File: src/rtl/obi_buffer.sv
// OBI buffer: FIFO buffering on both the A and R channels, with a credit
// counter that caps outstanding transactions so every response always
// has room in the R FIFO.
// Flat bus layout:
//   request  = {req, rready, a}  where a = {addr, we, be, wdata}
//   response = {gnt, rvalid, r}  where r = {rdata, err}
// Optional feature macro: OBI_BUFFER_STATS_EN adds the fill, credit and
// credit-stall counters as extra outputs.
module obi_buffer #(
  parameter int unsigned AddrWidth = 32,
  parameter int unsigned DataWidth = 32,
  parameter bit          UseRReady = 1'b1,
  parameter int unsigned ADepth    = 2,
  parameter int unsigned RDepth    = 2,
  parameter int unsigned MaxTxn    = RDepth,
  localparam int unsigned AChanW   = AddrWidth + 1 + DataWidth / 8 + DataWidth,
  localparam int unsigned RChanW   = DataWidth + 1,
  localparam int unsigned ReqW     = AChanW + 2,
  localparam int unsigned RspW     = RChanW + 2,
  localparam int unsigned AFillW   = $clog2(ADepth + 1),
  localparam int unsigned RFillW   = $clog2(RDepth + 1),
  localparam int unsigned CntW     = $clog2(MaxTxn + 1)
) (
  input  logic            clk_i,
  input  logic            rst_i,
  input  logic [ReqW-1:0] sbr_port_req_i,
  output logic [RspW-1:0] sbr_port_rsp_o,
  output logic [ReqW-1:0] mgr_port_req_o,
  input  logic [RspW-1:0] mgr_port_rsp_i,
  output logic            r_overflow_o
`ifdef OBI_BUFFER_STATS_EN
  ,
  output logic [AFillW-1:0] a_fill_o,
  output logic [RFillW-1:0] r_fill_o,
  output logic [CntW-1:0]   txn_cnt_o,
  output logic [31:0]       stall_cnt_o
`endif
);

  localparam int unsigned APtrW = (ADepth > 1) ? $clog2(ADepth) : 1;
  localparam int unsigned RPtrW = (RDepth > 1) ? $clog2(RDepth) : 1;

  if (MaxTxn < 1 || MaxTxn > RDepth) begin : g_bad_max_txn
    $error("obi_buffer: MaxTxn must lie within 1..RDepth");
  end
  if (ADepth < 1 || RDepth < 1) begin : g_bad_depth
    $error("obi_buffer: ADepth and RDepth must be at least 1");
  end

  logic              sbr_req, sbr_rready, mgr_gnt, mgr_rvalid;
  logic [AChanW-1:0] sbr_a;
  logic [RChanW-1:0] mgr_r;

  logic [AChanW-1:0] a_mem [ADepth];
  logic [APtrW-1:0]  a_wptr, a_rptr;
  logic [AFillW-1:0] a_fill;
  logic              a_full, a_empty, a_push, a_pop;

  logic [RChanW-1:0] r_mem [RDepth];
  logic [RPtrW-1:0]  r_wptr, r_rptr;
  logic [RFillW-1:0] r_fill;
  logic              r_full, r_empty, r_push, r_pop;

  logic [CntW-1:0]   cnt;
  logic              credit_ok, cnt_dec;
  logic              sbr_gnt, mgr_req, sbr_rvalid, mgr_rready;
  logic              overflow;

  function automatic logic [APtrW-1:0] a_next(input logic [APtrW-1:0] p);
    return (p == APtrW'(ADepth - 1)) ? '0 : p + 1'b1;
  endfunction

  function automatic logic [RPtrW-1:0] r_next(input logic [RPtrW-1:0] p);
    return (p == RPtrW'(RDepth - 1)) ? '0 : p + 1'b1;
  endfunction

  assign sbr_req    = sbr_port_req_i[ReqW-1];
  assign sbr_rready = sbr_port_req_i[ReqW-2];
  assign sbr_a      = sbr_port_req_i[AChanW-1:0];
  assign mgr_gnt    = mgr_port_rsp_i[RspW-1];
  assign mgr_rvalid = mgr_port_rsp_i[RspW-2];
  assign mgr_r      = mgr_port_rsp_i[RChanW-1:0];

  // Handshake qualification; reset forces gnt, req and rvalid low
  always_comb begin
    a_full     = (a_fill == AFillW'(ADepth));
    a_empty    = (a_fill == '0);
    r_full     = (r_fill == RFillW'(RDepth));
    r_empty    = (r_fill == '0);
    credit_ok  = (cnt < CntW'(MaxTxn));
    sbr_gnt    = !rst_i && !a_full;
    mgr_req    = !rst_i && !a_empty && credit_ok;
    sbr_rvalid = !rst_i && !r_empty;
    mgr_rready = UseRReady ? !r_full : 1'b1;
    a_push     = sbr_req && sbr_gnt;
    a_pop      = mgr_req && mgr_gnt;
    r_push     = !rst_i && mgr_rvalid && !r_full;
    r_pop      = sbr_rvalid && (UseRReady ? sbr_rready : 1'b1);
    // A response with no credit outstanding cannot return a credit
    cnt_dec    = r_pop && (cnt != '0);
  end

  assign sbr_port_rsp_o = {sbr_gnt, sbr_rvalid, r_mem[r_rptr]};
  assign mgr_port_req_o = {mgr_req, mgr_rready, a_mem[a_rptr]};
  assign r_overflow_o   = overflow;

  // A FIFO storage (no reset needed on data)
  always_ff @(posedge clk_i) begin
    if (a_push) a_mem[a_wptr] <= sbr_a;
  end

  // A FIFO pointers and fill level
  always_ff @(posedge clk_i) begin
    if (rst_i) begin
      a_wptr <= '0;
      a_rptr <= '0;
      a_fill <= '0;
    end else begin
      if (a_push) a_wptr <= a_next(a_wptr);
      if (a_pop)  a_rptr <= a_next(a_rptr);
      if (a_push && !a_pop)      a_fill <= a_fill + 1'b1;
      else if (!a_push && a_pop) a_fill <= a_fill - 1'b1;
    end
  end

  // R FIFO storage
  always_ff @(posedge clk_i) begin
    if (r_push) r_mem[r_wptr] <= mgr_r;
  end

  // R FIFO pointers and fill level
  always_ff @(posedge clk_i) begin
    if (rst_i) begin
      r_wptr <= '0;
      r_rptr <= '0;
      r_fill <= '0;
    end else begin
      if (r_push) r_wptr <= r_next(r_wptr);
      if (r_pop)  r_rptr <= r_next(r_rptr);
      if (r_push && !r_pop)      r_fill <= r_fill + 1'b1;
      else if (!r_push && r_pop) r_fill <= r_fill - 1'b1;
    end
  end

  // Outstanding-transaction credits: up on downstream issue, down on upstream delivery
  always_ff @(posedge clk_i) begin
    if (rst_i)                cnt <= '0;
    else if (a_pop && !cnt_dec) cnt <= cnt + 1'b1;
    else if (!a_pop && cnt_dec) cnt <= cnt - 1'b1;
  end

  // Sticky flag for a response arriving with no R space
  always_ff @(posedge clk_i) begin
    if (rst_i)                      overflow <= 1'b0;
    else if (mgr_rvalid && r_full)  overflow <= 1'b1;
  end

`ifdef OBI_BUFFER_STATS_EN
  logic [31:0] stall_cnt;
  logic        credit_stall;

  assign credit_stall = !a_empty && (cnt == CntW'(MaxTxn));
  assign a_fill_o     = a_fill;
  assign r_fill_o     = r_fill;
  assign txn_cnt_o    = cnt;
  assign stall_cnt_o  = stall_cnt;

  // Saturating count of cycles where only the credit limit holds back req
  always_ff @(posedge clk_i) begin
    if (rst_i)                               stall_cnt <= '0;
    else if (credit_stall && stall_cnt != '1) stall_cnt <= stall_cnt + 1'b1;
  end
`endif

endmodule

File: config.mk
export PLATFORM = sky130hd
export DESIGN_NAME = obi_buffer
export DESIGN_NICKNAME = d
export VERILOG_FILES = /design/src/rtl/obi_buffer.sv
export SDC_FILE = /design/constraint.sdc
export NUM_CORES = 1
export LEC_CHECK = 0
export ABC_AREA = 1
export ABC_CLOCK_PERIOD_IN_PS = 5590
export BUFFER_PORTS_ARGS = -buffer_cell sky130_fd_sc_hd__clkbuf_2
export CORE_ASPECT_RATIO = 1.1
export CORE_UTILIZATION = 45
export DETAILED_ROUTE_END_ITERATION = 7
export PLACE_DENSITY_LB_ADDON = 0.1
export SLEW_MARGIN = 40
export SYNTH_ARGS = -nofsm -noshare
export SYNTH_HDL_FRONTEND = slang
export SYNTH_SLANG_ARGS = --single-unit
export TNS_END_PERCENT = 5
File: constraint.sdc
create_clock -name clk_i -period 5.59 [get_ports clk_i]
set_clock_uncertainty 0.15 [all_clocks]
set_input_delay 0.559 -clock clk_i [delete_from_list [all_inputs] [get_ports clk_i]]
set_output_delay 0.559 -clock clk_i [all_outputs]
set_load 0.005 [all_outputs]
==> summary.txt <==
Placed design
  – Placed cell areas: 9410 um2
  – Gpl congestion: 0.732
  – # port buffers: 214
  – Dpl hpwl: 9.75 mm

Floorplan
  – Die H: 143 um
  – Ports: 215
  – Rows: 51
  – Die Width: 130 um
  – Die ar.: 18500 um2
  – Area of the core: 17700 um2
  – Initial Util: 0.458

Global route
  – Largest net degree at the start of global routing: 70
  – Initial antenna violation count: 0
  – First-pass GRT wire length: 21.9 mm
  – GR Overflow Total: 0
  – Gr usage total: 0.156
  – Number of global-route vias before repair: 4391

Layout
  – Antenna Cells: 0
  – Nets: 762
  – Ratio of cells with drive above 1 in the final layout: 0.537
  – Finished Cell Area: 10200 um2
  – Commonest non-fill, non-tap cell in the layout: clkbuf_2
  – Most frequent cells in the layout: clkbuf_2 (214), edfxtp_1 (204), mux2_2 (92)
  – Area Growth Syn to Fin: 25.7%

Logic synthesis
  – Largest family of logic cells by synthesized area: multiplexers
  – Synth Area in Simple Gates: 0.0273
  – Post-Synth XOR/XNOR Area: 0
  – Mapped Nets: 536
  – Distinct cells, synth: 17
  – Mapped cell area: 8100 um2
  – Synth area leaders: edfxtp_1 (76%), mux2_2 (13%), dfxtp_1 (3.2%)
  – Post-synthesis adder-cell area fraction: 0.00463
  – Compound-Gate Fraction of Synth Area: 0.00649
  – Yosys top cell area share: 0.756
  – Yosys reg bits: 217
  – Synthesized area per cell: 19.1 um2
  – Multiplexer share of the synthesized area: 0.146
  – Count of warnings emitted by yosys: 0
  – Most area-hungry cell type in the Yosys netlist: edfxtp_1
  – Cell count after synthesis: 425
  – Sequential fraction of the synthesis area: 0.789

CTS
  – Clock buffer depth: 3
  – Resized cells post-CTS: 0
  – Postcts setup bufs: 0
  – CTS Buf Count: 22
  – Worst-path clk slew: 60 ps
  – CTS root buffer: clkbuf_16
  – H-tree Lvls: 1
  – Hold Buf Count CTS: 0
  – Worst skew pair latency: 490 ps
  – CTS tree: yes
  – Sinks on Clock Net: 217

Drt
  – Vias: 4326
  – Antenna viol nets, final: 0
  – DRT iter0 DRCs: 206
  – WL final: 14.9 mm
  – WL/cell: 16.5 um
  – Vias/cell: 4.78
  – DRT Pass-1 Iters: 4
  – Residual DRC: 0

Critical path
  – R2r worst-path depth: 5
  – Critical path endpoint category: primary output
  – Startpoint Class: register
  – Maximum fanout along the worst path: 41
  – Arr. time, crit path: 1980 ps
  – Kind of critical path: reg2out
  – Crit path required time: 4880 ps

STA
  – Fin. Hold Viols: 0
  – Slew at the pin closest to its max-slew limit: 686 ps
  – Max-slew violations: 0
  – Final setup viols: 0
  – Max frequency: 373 MHz
  – Slew HR: 0.543
  – Final worst-path cycle share: 0.480
  – RSZ-0062 raised after global routing: no
  – Worst hold slack: 104 ps
  – Fin Setup TNS: 0 ps
  – Tmin final: 2680 ps

Hold path
  – Hold crit path type: in2reg
  – Hold depth: 1

Run status
  – Status: complete, no violations

Run
  – Max cap viols: 0

Power
  – Pleak: 3.93 nW
  – P per Cell Area: 368 nW/um2
  – VDD IR max: 253 uV
==> kinds of logic (layout without fill, tap and decap cells) <==
| kind of cell | count (synthesis) | in the layout |
|---|---|---|
| adders and majority gates | 3 | 3 |
| buffers and inverters | 39 | 281 |
| muxes | 102 | 102 |
| and+or+nand+nor | 54 | 54 |
| AOI/OAI and AO/OA | 10 | 10 |
| DFF | 217 | 217 |
==> through the flow <==
step | power (W) | setup slack (ps) | utilization | cells
2_1_floorplan | 0.00210 | 1050 | - | 425
3_3_place_gp | 0.00223 | 2630 | 0.531 | 864
3_5_place_dp | 0.00225 | 2550 | 0.532 | 865
4_1_cts | 0.00379 | 2850 | 0.576 | 905
5_1_grt | 0.00388 | 2790 | 0.576 | 905
6_report | 0.00375 | 2910 | 0.576 | 905
==> cells in the mapped netlist <==
library cell	instances
nand2_1	26
ha_1	3
mux2_4	10
buf_4	7
mux2_2	92
buf_2	7
dfxtp_1	13
o21ai_0	4
buf_8	1
a21oi_1	5
nor2_1	17
nand4_1	4
inv_1	21
o211ai_1	1
edfxtp_1	204
nand3_1	7
buf_6	3
==> area by class of cell <==
class / instances / area (um2)
multi-input cells: 169 / 1510
clock inverters: 11 / 153
flip-flops and latches: 217 / 6390
inverters: 21 / 80.1
repair buffers: 220 / 1130
clock buffers: 29 / 618
fillers: 1410 / 7500
well taps: 238 / 298
==> report_power, final <==
part           total [W]  switching, W  internal [W]
Clock            0.00154      0.000576      0.000960
Sequential       0.00189     0.0000263       0.00186
Combinational   0.000323      0.000162      0.000161
Total            0.00375      0.000764       0.00298
==> registers in the layout, summed over array words and instances (netlist names), 2 cells and up, named ones only <==
name / cells
r_mem: 66
a_mem: 138
a_fill: 2
cnt: 2
r_fill: 2
==> path summary, 6_finish.rpt <==
path | from | to | slack, ps
hold reg to reg | r_overflow_o$_SDFFE_PP0P_ | r_overflow_o$_SDFFE_PP0P_ | 340
setup / recovery | register | mgr_port_req_o[31] | 2910
hold / removal | sbr_port_req_i[23] | a_mem[1][23]$_DFFE_PP_ | 100
setup reg to reg | a_fill[0]$_SDFFE_PP0P_ | a_mem[1][29]$_DFFE_PP_ | 3370
==> per-layer routing <==
metal,share of wire,track usage,vias up,routed length [um]
met5,0,0,-,0
met4,0.025,0.0569,0,369
met3,0.071,0.0446,34,1060
met2,0.51,0.284,135,7680
met1,0.39,0.171,2100,5810
li1,-,-,2057,-
==> critical path: stages (launching register included) <==
cell and delay, ps:
dfxtp_4 650, buf_12 310, mux2_2 390, clkbuf_2 120
No activity file was read; power rests on OpenSTA's default activity.
